File: config.mk
export PLATFORM = sky130hd
export DESIGN_NAME = rv_sync_fifo
export DESIGN_NICKNAME = d
export VERILOG_FILES = /design/src/rtl/rv_sync_fifo.sv
export SDC_FILE = /design/constraint.sdc
export NUM_CORES = 1
export LEC_CHECK = 0
export CORE_ASPECT_RATIO = 1.1
export CORE_UTILIZATION = 24
export DETAILED_ROUTE_END_ITERATION = 8
export HOLD_SLACK_MARGIN = 0.05
export SLEW_MARGIN = 40
export SYNTH_ARGS = -nofsm -noshare
export SYNTH_HDL_FRONTEND = slang
export SYNTH_SLANG_ARGS = --single-unit
File: constraint.sdc
create_clock -name clk -period 7 [get_ports clk]
set_input_delay 1.4 -clock clk [delete_from_list [all_inputs] [get_ports clk]]
set_output_delay 1.4 -clock clk [all_outputs]
set_load 0.005 [all_outputs]
File: src/rtl/rv_sync_fifo.sv
// Parametrised single-clock ready/valid FIFO with occupancy count, programmable
// almost-full/almost-empty flags, synchronous flush and a high-water-mark register.
module rv_sync_fifo #(
    parameter int WIDTH        = 8,
    parameter int DEPTH        = 4,
    parameter int AFULL_LEVEL  = DEPTH - 1,
    parameter int AEMPTY_LEVEL = 1,
    parameter int CW           = $clog2(DEPTH + 1)
) (
    input  logic             clk,
    input  logic             rst,
    input  logic             in_valid,
    output logic             in_ready,
    input  logic [WIDTH-1:0] in_data,
    output logic             out_valid,
    input  logic             out_ready,
    output logic [WIDTH-1:0] out_data,
    input  logic             flush,
    input  logic             hwm_clr,
    output logic [CW-1:0]    count,
    output logic             almost_full,
    output logic             almost_empty,
    output logic [CW-1:0]    hwm
);

    localparam int AW = $clog2(DEPTH);
    localparam int PW = AW + 1;

    localparam logic [PW-1:0] PTR_ZERO = PW'(0);
    localparam logic [PW-1:0] PTR_ONE  = PW'(1);
    localparam logic [CW-1:0] CNT_ZERO = CW'(0);
    localparam logic [CW-1:0] CNT_ONE  = CW'(1);
    localparam logic [CW-1:0] CNT_FULL = CW'(DEPTH);
    localparam logic [CW-1:0] AFULL_C  = CW'(AFULL_LEVEL);
    localparam logic [CW-1:0] AEMPTY_C = CW'(AEMPTY_LEVEL);

    logic [WIDTH-1:0] mem_q [DEPTH];
    logic [PW-1:0]    wr_ptr_q, wr_ptr_d;
    logic [PW-1:0]    rd_ptr_q, rd_ptr_d;
    logic [CW-1:0]    count_q, count_d;
    logic [CW-1:0]    hwm_q, hwm_d;
    logic             push_s;
    logic             pop_s;
    logic             unused_ptr_msb_s;

    // The pointer MSBs distinguish full from empty for debug visibility; the
    // datapath relies on the count register instead.
    assign unused_ptr_msb_s = wr_ptr_q[AW] ^ rd_ptr_q[AW];

    // Handshake qualification: flush and reset block both sides, never out_ready -> in_ready.
    always_comb begin
        in_ready  = (count_q != CNT_FULL) & ~flush & ~rst;
        out_valid = (count_q != CNT_ZERO) & ~flush & ~rst;
        push_s    = in_valid & in_ready;
        pop_s     = out_valid & out_ready;
    end

    // Fall-through read of the head entry and flag compares on the count register.
    always_comb begin
        out_data     = mem_q[rd_ptr_q[AW-1:0]];
        count        = count_q;
        hwm          = hwm_q;
        almost_full  = (count_q >= AFULL_C);
        almost_empty = (count_q <= AEMPTY_C);
    end

    // Next-state for pointers and occupancy; flush wins over any handshake.
    always_comb begin
        wr_ptr_d = wr_ptr_q;
        rd_ptr_d = rd_ptr_q;
        count_d  = count_q;
        if (flush) begin
            wr_ptr_d = PTR_ZERO;
            rd_ptr_d = PTR_ZERO;
            count_d  = CNT_ZERO;
        end else begin
            if (push_s) begin
                wr_ptr_d = wr_ptr_q + PTR_ONE;
            end else begin
                wr_ptr_d = wr_ptr_q;
            end
            if (pop_s) begin
                rd_ptr_d = rd_ptr_q + PTR_ONE;
            end else begin
                rd_ptr_d = rd_ptr_q;
            end
            case ({push_s, pop_s})
                2'b10:   count_d = count_q + CNT_ONE;
                2'b01:   count_d = count_q - CNT_ONE;
                default: count_d = count_q;
            endcase
        end
    end

    // High-water mark tracks the next count; a clear reloads it (0 when flushing too).
    always_comb begin
        hwm_d = hwm_q;
        if (hwm_clr) begin
            hwm_d = count_d;
        end else if (count_d > hwm_q) begin
            hwm_d = count_d;
        end else begin
            hwm_d = hwm_q;
        end
    end

    // Control state registers with synchronous reset.
    always_ff @(posedge clk) begin
        if (rst) begin
            wr_ptr_q <= PTR_ZERO;
            rd_ptr_q <= PTR_ZERO;
            count_q  <= CNT_ZERO;
            hwm_q    <= CNT_ZERO;
        end else begin
            wr_ptr_q <= wr_ptr_d;
            rd_ptr_q <= rd_ptr_d;
            count_q  <= count_d;
            hwm_q    <= hwm_d;
        end
    end

    // Payload storage, intentionally left unreset.
    always_ff @(posedge clk) begin
        if (push_s) begin
            mem_q[wr_ptr_q[AW-1:0]] <= in_data;
        end
    end

endmodule

; Word-level counts from Yosys, hierarchy flattened
; Memory sizes are Yosys's and may differ from the RTL's. A register that Yosys moved wholly into a read port is not among the register bits.
; Index checks and enable logic that the tools add are counted.
[totals]
reg_bits = 12
ramBits = 32
input_bits = 14
output_inout_bits = 18
word_cells = 34
mem_count = 1
[memory_table]
columns = memory, words, width, rd, rd_ports_with_merged_regs, write_ports, line
row1 = mem_q, 4, 8, 1, 1, 1, 37  ; logic [WIDTH-1:0] mem_q [DEPTH];
[op_classes]
addsub = 4
order_cmp = 3
n_eq_ne = 3
mux = 8
n_bitwise = 8
n_reduce_logical = 3
[op_table]
columns = op, count
row1 = $add A3 B1 Y3 const B, 3
row2 = $mux W3, 3
row3 = $and A1 B1 Y1, 6
row4 = $pmux W3 S2, 1
row5 = $mux W2, 2
row6 = $ge A3 B2 Y1 const B, 1
row7 = $gt A3 B3 Y1, 1
row8 = $le A3 B1 Y1 const B, 1
row9 = $ne A3 B3 Y1 const B, 1
row10 = $reduce_bool A3 Y1, 1
row11 = $sub A3 B1 Y3 const B, 1
row12 = $eq A2 B1 Y1 const B, 1
row13 = $eq A2 B2 Y1 const B, 1
row14 = $mux W1, 2
row15 = $not A1 Y1, 2
row16 = $reduce_bool A2 Y1, 1
row17 = $reduce_or A2 Y1, 1

; Depth between registers and ports, before layout
; Gate-level depths: netlist of run 1.
[depth]
word_depth = 10
ltp_mapped = 15
ltp_nobuf = 15

; Worst setup path before layout of run 1
; No wires, ideal clock.
[synth_timing]
path_type = input to register
start = input port flush
end = register hwm_q[0] (netlist: hwm[0])
setup_time_ns = 0.116
arrival_ns = 3.820
required_time_ns = 6.884
setup_slack_ns = 3.063
cell_stages = 12
n_path_buf = 1
cell_sequence = a211oi_4 and2_1 buf_6 inv_1 ha_1 or3b_1 a41oi_2 ha_1 or2_2 o311ai_1 a211o_1 a21oi_1
[synth_between]
elab_chain_len = 9
word_cells_on_any_way = 15
cone_classes = 1 x order compare / 2 x eq/ne / 4 x mux / 7 x bitwise / 1 x reduce/logical
[synth_lines]
columns = item, line
row1 = from (decl), 18  ; input logic flush,
row2 = $not A1 Y1 *, 52  ; in_ready = (count_q != CNT_FULL) & ~flush & ~rst;
row3 = $and A1 B1 Y1 * (2 in a row), 52
row4 = $and A1 B1 Y1 *, 54  ; push_s = in_valid & in_ready;
row5 = named net push_s, 42  ; logic push_s;
row6 = $eq A2 B1 Y1 or $eq A2 B2 Y1 (tied branches), 87  ; case ({push_s, pop_s})
row7 = $pmux W3 S2 *, 87
row8 = $mux W3 *, 72  ; if (flush) begin
row9 = named net count_d[2], 40  ; logic [CW-1:0] count_q, count_d;
row10 = $gt A3 B3 Y1 *, 100  ; end else if (count_d > hwm_q) begin
row11 = $reduce_bool A2 Y1 (no line) *, --
row12 = to (signal assigned), 118  ; hwm_q <= hwm_d;
row13 = to (decl), 41  ; logic [CW-1:0] hwm_q, hwm_d;
; The timed path passes the listed nets; every way through them passes the cells marked *. The select of a mux whose other input is x is not followed.
; A chain may end at the register's enable or synchronous reset.

; Worst setup path in the final report of run 1
[layout_timing]
start = input port flush
end = register hwm_q[0] (netlist: hwm[0])
[layout_between]
elab_chain_len = 9
word_cells_on_any_way = 15
cone_classes = 1 x order compare / 2 x eq/ne / 4 x mux / 7 x bitwise / 1 x reduce/logical
[layout_lines]
columns = item, line
row1 = $not A1 Y1, "52, 53"
row2 = "$and A1 B1 Y1, on equally long branches (2 in a row)", "53, 52"
row3 = "$and A1 B1 Y1, on equally long branches", "55, 54"
row4 = $eq A2 B1 Y1 or $eq A2 B2 Y1 (tied branches), 87
row5 = $pmux W3 S2, 87
row6 = $mux W3 *, 72
row7 = named net count_d[1], 40
row8 = $gt A3 B3 Y1 *, 100
row9 = $reduce_bool A2 Y1 (no line) *, --
; Marks and branches as above.

==> impl_metrics.csv, run 1 <==
group,metric,value,unit
synthesis,yosysUniqueCellTypes,36,
clock_network,cts_max_level,2,
layout,final_nets,198,
die,start_util,24.9,%
layout,layout_commonest_cell,"edfxtp_1",
synthesis,synth_largest_area_cell,"edfxtp_1",
worst_setup_path,worstPathCellList,"clkdlybuf4s50_1 > a211oi_4 > and2_1 > inv_1 > ha_1 > nor2b_1 > a211oi_1 > ha_1 > nor2b_1 > o311ai_1 > a211o_1 > a21oi_1",
grt,grt_use_met3,3.99,%
routing,ant_nets,0,
grt,grt_pass1_wl,5660,µm
worst_setup_path,critPathArrivalTime,4750,ps
sta,finalWorstPathRequiredPeriod,4580,ps
die,core_area,7960,µm²
sta,setup_violations,0,
layout,final_cell_mix,"edfxtp_1, clkdlybuf4s50_1, ha_1, dfxtp_1, inv_1",
sta,worst_slew_pin_slew,558,ps
synthesis,synth_top_cell_area_share,48.6,%
worst_setup_path,path_max_fanout,7,
synthesis,synthCells,136,
worst_setup_path,r2r_slack,3300,ps
worst_setup_path,r2r-end,"hwm[0]$_SDFFE_PP0P_",
routing,vias,1143,
grt,grt_use_total,9.02,%
grt,grt_pass1_vias,1185,
placement,dp_hpwl,2610,µm
power,peakVddDrop,74.4,µV
grt,grtUsageMet1,11.0,%
worst_setup_path,crit-reg2reg-launch,"count[0]$_SDFF_PP0_",
worst_hold_path,hp-class,"reg2reg",
clock_network,cts_hold_buf,0,
synthesis,synth_area_leaders,"edfxtp_1, dfxtp_1, mux4_2",
grt,grt_max_degree,15,
die,die_width,88.6,µm
clock_network,clk_pin_slew,80,ps
sta,fin_crit_sh,65.4,%
die,dieHeight,97.2,µm
sta,finClkSkew,5.72,ps
flow_run,drv_cap,0,
clock_network,cts_tree,"yes",
layout,synthToLayoutAreaGrowth,25.6,%
power,p_leak,0.000812,µW
routing,drt-initial-drc-count,68,
worst_setup_path,cp-end-kind,"flop",
die,io_pins,32,
layout,num_antenna_cells,0,
synthesis,synth-seq-cells,44,
worst_hold_path,worstHoldPathCells,2,
synthesis,avgSynthCellArea,14.5,µm²
routing,wl,3550,µm
sta,drv_slew,0,
grt,top_usage_layer,"met2",
worst_hold_path,hold_start,"hwm[1]$_SDFFE_PP0P_",
sta,hold_violations,0,
clock_network,insertion_delay,290,ps
placement,gp_congestion,0.751,
worst_setup_path,worstSetupStartpointType,"primary input",
power,powerDensity,187,nW/µm²
placement,preCtsSetupSlack,2130,ps
layout,drive_gt1_share,12.3,%
synthesis,netlist_area,1980,µm²
routing,wl_per_cell,12.7,µm
routing,drcViolationCount,0,
clock_network,cts_setup_buffers,0,
grt,grt-ovfl-total,0,
worst_setup_path,crit_path_max_incr_delay,540,ps
routing,dr.pass1.iters,4,
clock_network,cts_buffers,5,
worst_setup_path,required,7170,ps
placement,io_buffer_count,31,
synthesis,seq_area_frac_synth,60.7,%
grt,antenna_found_initial,0,
sta,layout_setup_ws,2420,ps
die,placementRows,34,
clock_network,clockBufferDepth,2,
clock_network,root_buffer,"clkbuf_8",
run_status,outcome,"complete, no violations",
worst_setup_path,critPathKind,"in2reg",
sta,rsz0062_at_grt,"no",
clock_network,cts_sinks,44,
synthesis,yosys_warnings,0,
sta,fmax,218,MHz
worst_setup_path,slowest_stage,"clkdlybuf4s50_1",
sta,slew_headroom,62.2,%
sta,tns,0,ps
worst_setup_path,worstRegToRegCells,13,
clock_network,cts_resized,0,
die,die_area,8610,µm²
worst_hold_path,worstHoldEndpoint,"hwm[1]$_SDFFE_PP0P_",
synthesis,syn-num-nets,164,
grt,groute.layer.met2.usage,14.3,%
routing,routed_via_density,4.10,
[critical path: cells and delay by family]
kind	cells	cell delay, ps
fa+ha+maj	2	690
compound gates	5	1470
buf+inv	2	610
simple gates	3	570
[how the worst max path moves through the flow]
stage / endpoint / cells past startpoint / from
floorplan: hwm[0]$_SDFFE_PP0P_ / 12 / flush
global placement: hwm[0]$_SDFFE_PP0P_ / 12 / flush
detailed placement: hwm[0]$_SDFFE_PP0P_ / 12 / flush
CTS: out_valid / 4 / rst
global route: hwm[2]$_SDFFE_PP0P_ / 12 / flush
finish: hwm[0]$_SDFFE_PP0P_ / 12 / flush
[cell families (layout without fill, tap and decap cells)]
family,count (synthesis),in the layout,share of synthesized area (%)
and+or+nand+nor,34,34,9.49
DFF,44,44,60.7
AOI/OAI and AO/OA,17,17,6.71
xor gates and xnor gates,3,3,1.33
buffers and inverters,15,50,3.29
adders and majority gates,14,14,8.86
muxes,9,9,9.61
[synth_stat cells (all sizes together)]
master and number:
a41oi 2, o21ai 3, nand2 3, edfxtp 32, nand3 5, o311a 1
a211o 1, or2 4, dfxtp 12, xor2 2, nand4bb 1, clkbuf 1
mux2i 1, buf 3, inv 11, nand2b 1, and2 2, nor2 9
a21oi 6, o31ai 1, mux4 8, or3b 1, nand3b 1, o311ai 1
xnor2 1, ha 14, nor2b 3, a211oi 2, and3 4
[per-layer routing]
metal / wire length, µm / share of wire, %
met5: 0 / 0
met1: 1610 / 45
met4: 29 / 0.82
met3: 168 / 4.7
met2: 1740 / 49
[flip-flops by register name, summed over array words and instances, names as in the netlist, named ones only]
signal and cells:
count 3, hwm 3, mem_q 32, rd_ptr_q 2, wr_ptr_q 2
[per-stage QoR]
stage	hold WS, ps	instance area, µm²	instances	util, %	total power (µW)
2_1_floorplan	471	1980	136	-	300
3_3_place_gp	473	2400	271	30.2	316
3_5_place_dp	476	2400	271	30.2	317
4_1_cts	487	2480	279	31.2	471
5_1_grt	536	2480	279	31.2	486
6_report	485	2480	279	31.2	464
[final cells by class]
class                   count  area (µm²)
clock buffers               6        72.6
clock inverters             2        12.5
fillers                   827        5470
inverters                  11        41.3
multi-input cells          77         712
flip-flops and latches     44        1200
well taps                 108         135
repair buffers             31         310
[power breakdown]
part	switching [µW]	internal, µW	total [µW]	leakage (µW)
registers	1.09	281	282	0.000386
logic	12.9	15.7	28.6	0.000385
clock network	83.5	69.8	153	0.0000412
Note: power is estimated with default switching activity, not from simulation.
==> run 2: changes to the inputs <==
clock period = 3.82 ns   (was 7 ns; I/O delays follow)
==> run 2 against run 1 <==
  * Critical path depth rose by 1
  * Largest power group unchanged
  * Clock-buffer cell count unchanged
  * First-iteration DRC count shrank 12%
  * Routed wire length up 2.7%
  * Critical endpoint unchanged
  * Combinational power is 100% higher
  * Global-route usage barely moved
  * Register-to-register slack worse by 2800 ps
  * Cell count up 3.2%
  * Sequential share of layout area shrank 1.5 points
  * Via count up 3.8%
  * Sequential power increased by 83%
==> impl_metrics.csv, run 2 (synthesis gave the netlist of run 1 again) <==
group,metric,value,unit
worst_setup_path,critPathArrivalTime,3710,ps
grt,grt_max_degree,15,
grt,grt-ovfl-total,0,
power,powerDensity,345,nW/µm²
sta,layout_setup_ws,342,ps
layout,layout_commonest_cell,"edfxtp_1",
sta,fmax,288,MHz
worst_setup_path,worstPathCellList,"clkdlybuf4s50_1 > a211oi_4 > and2_1 > inv_1 > ha_1 > or3b_1 > a41oi_2 > ha_1 > or2_2 > o311ai_1 > buf_4 > nand3_1 > a21oi_1",
grt,grt_use_met3,2.38,%
run_status,outcome,"complete, no violations",
worst_setup_path,required,4050,ps
clock_network,clockBufferDepth,2,
clock_network,cts_buffers,5,
clock_network,insertion_delay,300,ps
layout,finalCoreUtilization,32.2,%
worst_setup_path,cp-end-kind,"flop",
grt,top_usage_layer,"met2",
sta,hold_violations,0,
sta,drv_slew,0,
grt,antenna_found_initial,0,
worst_setup_path,critPathKind,"in2reg",
die,placementRows,34,
sta,finalWorstPathRequiredPeriod,3480,ps
routing,vias,1187,
worst_setup_path,worst-path-buf-inv,3,
grt,grt_pass1_wl,5650,µm
routing,wl,3650,µm
sta,worst_slew_pin_slew,546,ps
grt,grtUsageMet1,11.4,%
worst_setup_path,critical_path.top_delay_family,"simple AND/OR/NAND/NOR gates",
clock_network,cts_tree,"yes",
worst_setup_path,path_common_cell,"ha_1",
power,p_leak,0.000857,µW
clock_network,cts_resized,0,
layout,fillers,801,
power,peakVddDrop,140,µV
layout,regArea,1200,µm²
worst_setup_path,worstSetupStartpointType,"primary input",
placement,gp_congestion,0.779,
clock_network,clk_pin_slew,80,ps
worst_setup_path,crit_path_max_incr_delay,470,ps
routing,drt-initial-drc-count,60,
layout,final_nets,207,
die,dieHeight,97.2,µm
clock_network,cts_sinks,44,
layout,largest_reg_flops,32,
layout,fin_area,2560,µm²
routing,ant_nets,0,
grt,groute.layer.met2.usage,13.9,%
sta,tns,0,ps
routing,drcViolationCount,0,
layout,drive_gt1_share,17.2,%
sta,fin_crit_sh,91.0,%
sta,rsz0062_at_grt,"no",
sta,slew_headroom,63.6,%
clock_network,cts_hold_buf,0,
layout,multiInputGateArea,712,µm²
grt,grt_pass1_vias,1107,
clock_network,cts_setup_buffers,0,
layout,final_cell_mix,"edfxtp_1, clkdlybuf4s50_1, ha_1, dfxtp_1, inv_1",
clock_network,root_buffer,"clkbuf_8",
placement,dpl_cell_area,2470,µm²
flow_run,drv_cap,0,
worst_setup_path,slowest_stage,"clkdlybuf4s50_1",
die,io_pins,32,
placement,dp_hpwl,2650,µm
routing,dr.pass1.iters,4,
grt,grt_use_total,8.98,%
layout,synthToLayoutAreaGrowth,29.7,%
die,die_area,8610,µm²
placement,io_buffer_count,31,
sta,finClkSkew,2.76,ps
routing,wl_per_cell,12.7,µm
die,core_area,7960,µm²
worst_setup_path,path_max_fanout,4,
layout,num_antenna_cells,0,
routing,routed_via_density,4.12,
worst_hold_path,hp-class,"reg2reg",
clock_network,cts_max_level,2,
sta,setup_violations,0,
die,start_util,24.9,%
placement,preCtsSetupSlack,25.4,ps
die,die_width,88.6,µm
run 2: cell type report:
type	count	share of cell area, %
clock inverter	2	0.585
sequential	44	46.8
clock buffer	6	3.22
multi-input combinational	77	27.8
timing repair buffer	40	14.7
tap	108	5.27
inverter	11	1.61
run 2: final timing paths:
check | endpoint | slack, ps | startpoint | cells past startpoint
min | hwm[1]$_SDFFE_PP0P_ | 490 | hwm[1]$_SDFFE_PP0P_ | 2
max | hwm[0]$_SDFFE_PP0P_ | 340 | flush | 13
min reg2reg | hwm[1]$_SDFFE_PP0P_ | 490 | hwm[1]$_SDFFE_PP0P_ | 2
max reg2reg | hwm[0]$_SDFFE_PP0P_ | 460 | count[0]$_SDFF_PP0_ | 14
run 2: through the flow:
| stage | power (µW) | std cells | hold slack [ps] |
|---|---|---|---|
| 3_3_place_gp | 587 | 280 | 474 |
| 5_1_grt | 918 | 288 | 519 |
| 6_report | 884 | 288 | 493 |
| 2_1_floorplan | 549 | 136 | 471 |
| 3_5_place_dp | 587 | 280 | 484 |
| 4_1_cts | 893 | 288 | 500 |
run 2: worst register-to-register path: stages (launching register included):
cell,delay (ps)
dfxtp_1,430
inv_1,120
ha_1,280
a211oi_4,230
and2_1,170
inv_1,50
ha_1,320
or3b_1,420
a41oi_2,220
ha_1,270
or2_2,310
o311ai_1,80
buf_4,180
nand3_1,70
a21oi_1,140
run 2: routing by layer:
| layer | share of wire [%] | wire (µm) | up-vias |
|---|---|---|---|
| met4 | 1.9 | 70 | 0 |
| met5 | 0 | 0 | - |
| met3 | 5.3 | 194 | 9 |
| met2 | 48 | 1740 | 35 |
| li1 | - | - | 588 |
| met1 | 45 | 1640 | 555 |
run 2: report_power, final:
group / internal, µW / leakage [µW] / switching [µW] / total (µW)
Sequential: 515 / 0.000386 / 1.99 / 517
Clock: 146 / 0.0000434 / 162 / 308
Combinational: 33.9 / 0.000428 / 24.7 / 58.5
==> run 3: changes to the inputs <==
RECOVER_POWER = 100   (was unset)
==> run 3 against run 2 <==
  * Maximum frequency down 2.2%
  * Clock power barely moved
  * Power is 0.73% lower
  * Non-clock buffer count is the same
  * Register-to-register slack about the same
  * Sequential power about the same
  * Largest power group unchanged
==> impl_metrics.csv, run 3 (synthesis gave the netlist of run 1 again) <==
group,metric,value,unit
clock_network,insertion_delay,300,ps
placement,io_buffer_count,31,
die,die_width,88.6,µm
clock_network,cts_hold_buf,0,
layout,largest_reg_flops,32,
sta,finClkSkew,3.00,ps
clock_network,cts_buffers,5,
worst_setup_path,path_max_fanout,4,
grt,grt_max_degree,15,
layout,final_cell_mix,"edfxtp_1, dlygate4sd3_1, ha_1, dfxtp_1, inv_1",
routing,routed_via_density,4.10,
layout,regArea,1200,µm²
sta,fmax,281,MHz
routing,wl,3620,µm
power,powerDensity,344,nW/µm²
layout,final_nets,207,
power,pwr-share-comb,6.1,%
grt,grt_pass1_vias,1107,
grt,grt_use_total,8.98,%
die,die_area,8610,µm²
worst_hold_path,hold_start,"hwm[1]$_SDFFE_PP0P_",
clock_network,cts_setup_buffers,0,
flow_run,drv_cap,0,
die,io_pins,32,
layout,num_antenna_cells,0,
worst_setup_path,critPathKind,"in2reg",
sta,worst_slew_pin_slew,546,ps
power,power,877,µW
worst_setup_path,crit_path_start,"rst",
power,peakVddDrop,140,µV
layout,fillers,806,
worst_setup_path,worstPathCellList,"dlygate4sd3_1 > a211oi_4 > and2_0 > inv_1 > ha_1 > or3b_1 > a41oi_2 > ha_1 > or2_2 > o311ai_1 > buf_4 > nand3_1 > a21oi_1",
clock_network,cts_tree,"yes",
sta,rsz0062_at_grt,"no",
routing,dr.pass1.iters,4,
run_status,outcome,"complete, no violations",
grt,grt_pass1_wl,5650,µm
worst_setup_path,critPathArrivalTime,3790,ps
grt,antenna_found_initial,0,
layout,layout_commonest_cell,"edfxtp_1",
worst_setup_path,worstSetupStartpointType,"primary input",
routing,drcViolationCount,0,
clock_network,root_buffer,"clkbuf_8",
die,placementRows,34,
die,core_area,7960,µm²
placement,preCtsSetupSlack,25.4,ps
sta,layout_setup_ws,263,ps
sta,tns,0,ps
placement,dp_hpwl,2650,µm
grt,grt-ovfl-total,0,
clock_network,clk_pin_slew,80,ps
die,dieHeight,97.2,µm
sta,finalWorstPathRequiredPeriod,3560,ps
power,p_clk_share,35.0,%
worst_setup_path,critical_path.top_delay_family,"simple AND/OR/NAND/NOR gates",
worst_setup_path,required,4050,ps
layout,synthToLayoutAreaGrowth,29.1,%
placement,gp_congestion,0.779,
worst_setup_path,crit_path_max_incr_delay,590,ps
sta,holdWs,490,ps
worst_setup_path,worst-path-buf-inv,3,
sta,setup_violations,0,
routing,wl_per_cell,12.6,µm
worst_setup_path,r2r_slack,450,ps
clock_network,cts_sinks,44,
worst_setup_path,crit-reg2reg-launch,"count[0]$_SDFF_PP0_",
clock_network,cts_resized,0,
routing,vias,1180,
worst_hold_path,hp-class,"reg2reg",
clock_network,cts_max_level,2,
sta,hold_violations,0,
die,start_util,24.9,%
routing,ant_nets,0,
clock_network,clockBufferDepth,2,
power,p_sw_share,21.3,%
layout,drive_gt1_share,15.6,%
worst_setup_path,path_common_cell,"ha_1",
power,p_seq_share,58.9,%
layout,multiInputGateArea,712,µm²
sta,slew_headroom,63.6,%
sta,fin_crit_sh,93.1,%
sta,drv_slew,0,
power,power_switching,187,µW
worst_setup_path,cp-end-kind,"flop",
power,power.internal,691,µW
power,p_leak,0.000876,µW
worst_setup_path,slowest_stage,"dlygate4sd3_1",
routing,drt-initial-drc-count,64,
[run 3: cell count changes in the layout (fill, tap and decap cells not counted), moves of 3 or more]
cell             before  now
clkdlybuf4s50_1      31    4
dlygate4sd3_1         0   27
buf_4                 9    5
clkbuf_1              0    3
[run 3: metal layers]
layer	up-vias	track usage (%)	wire, µm
li1	589	-	-
met1	551	11.4	1640
met2	31	13.9	1730
met3	9	2.38	183
met4	0	4.47	70
met5	-	0	0
[run 3: worst paths after layout]
path | end | cells past startpoint
worst min register to register | hwm[1]$_SDFFE_PP0P_ | 2
worst max register to register | hwm[0]$_SDFFE_PP0P_ | 14
worst min-delay path | hwm[1]$_SDFFE_PP0P_ | 2
worst max-delay path | hwm[0]$_SDFFE_PP0P_ | 13
[run 3: power groups by stage]
stage	sequential (µW)	clock, µW	combinational (µW)
floorplan	528	0	21.7
global placement	528	0	58.9
detailed placement	528	0	58.9
CTS	517	316	59.4
global route	518	335	59.7
finish	517	307	53.5
[run 3: final cells by class]
cell class | count | share of cell area, %
repair buffers | 40 | 14.4
multi-input cells | 77 | 27.9
well taps | 108 | 5.29
inverters | 11 | 1.62
clock buffers | 6 | 3.23
clock inverters | 2 | 0.588
flip-flops and latches | 44 | 47.0
[run 3: metrics by stage]
step | utilization (%) | cells | instance area, µm²
after global placement | 31.0 | 280 | 2470
after detailed placement | 31.0 | 280 | 2470
after floorplan | - | 136 | 1980
final | 32.1 | 288 | 2550
after global routing | 32.1 | 288 | 2550
after CTS | 32.2 | 288 | 2560
[run 3: worst reg2reg max path: stages, from the launching register on]
cell	delay (ps)
dfxtp_1	430
inv_1	120
ha_1	280
a211oi_4	230
and2_0	180
inv_1	50
ha_1	320
or3b_1	420
a41oi_2	220
ha_1	270
or2_2	310
o311ai_1	80
buf_4	180
nand3_1	70
a21oi_1	140
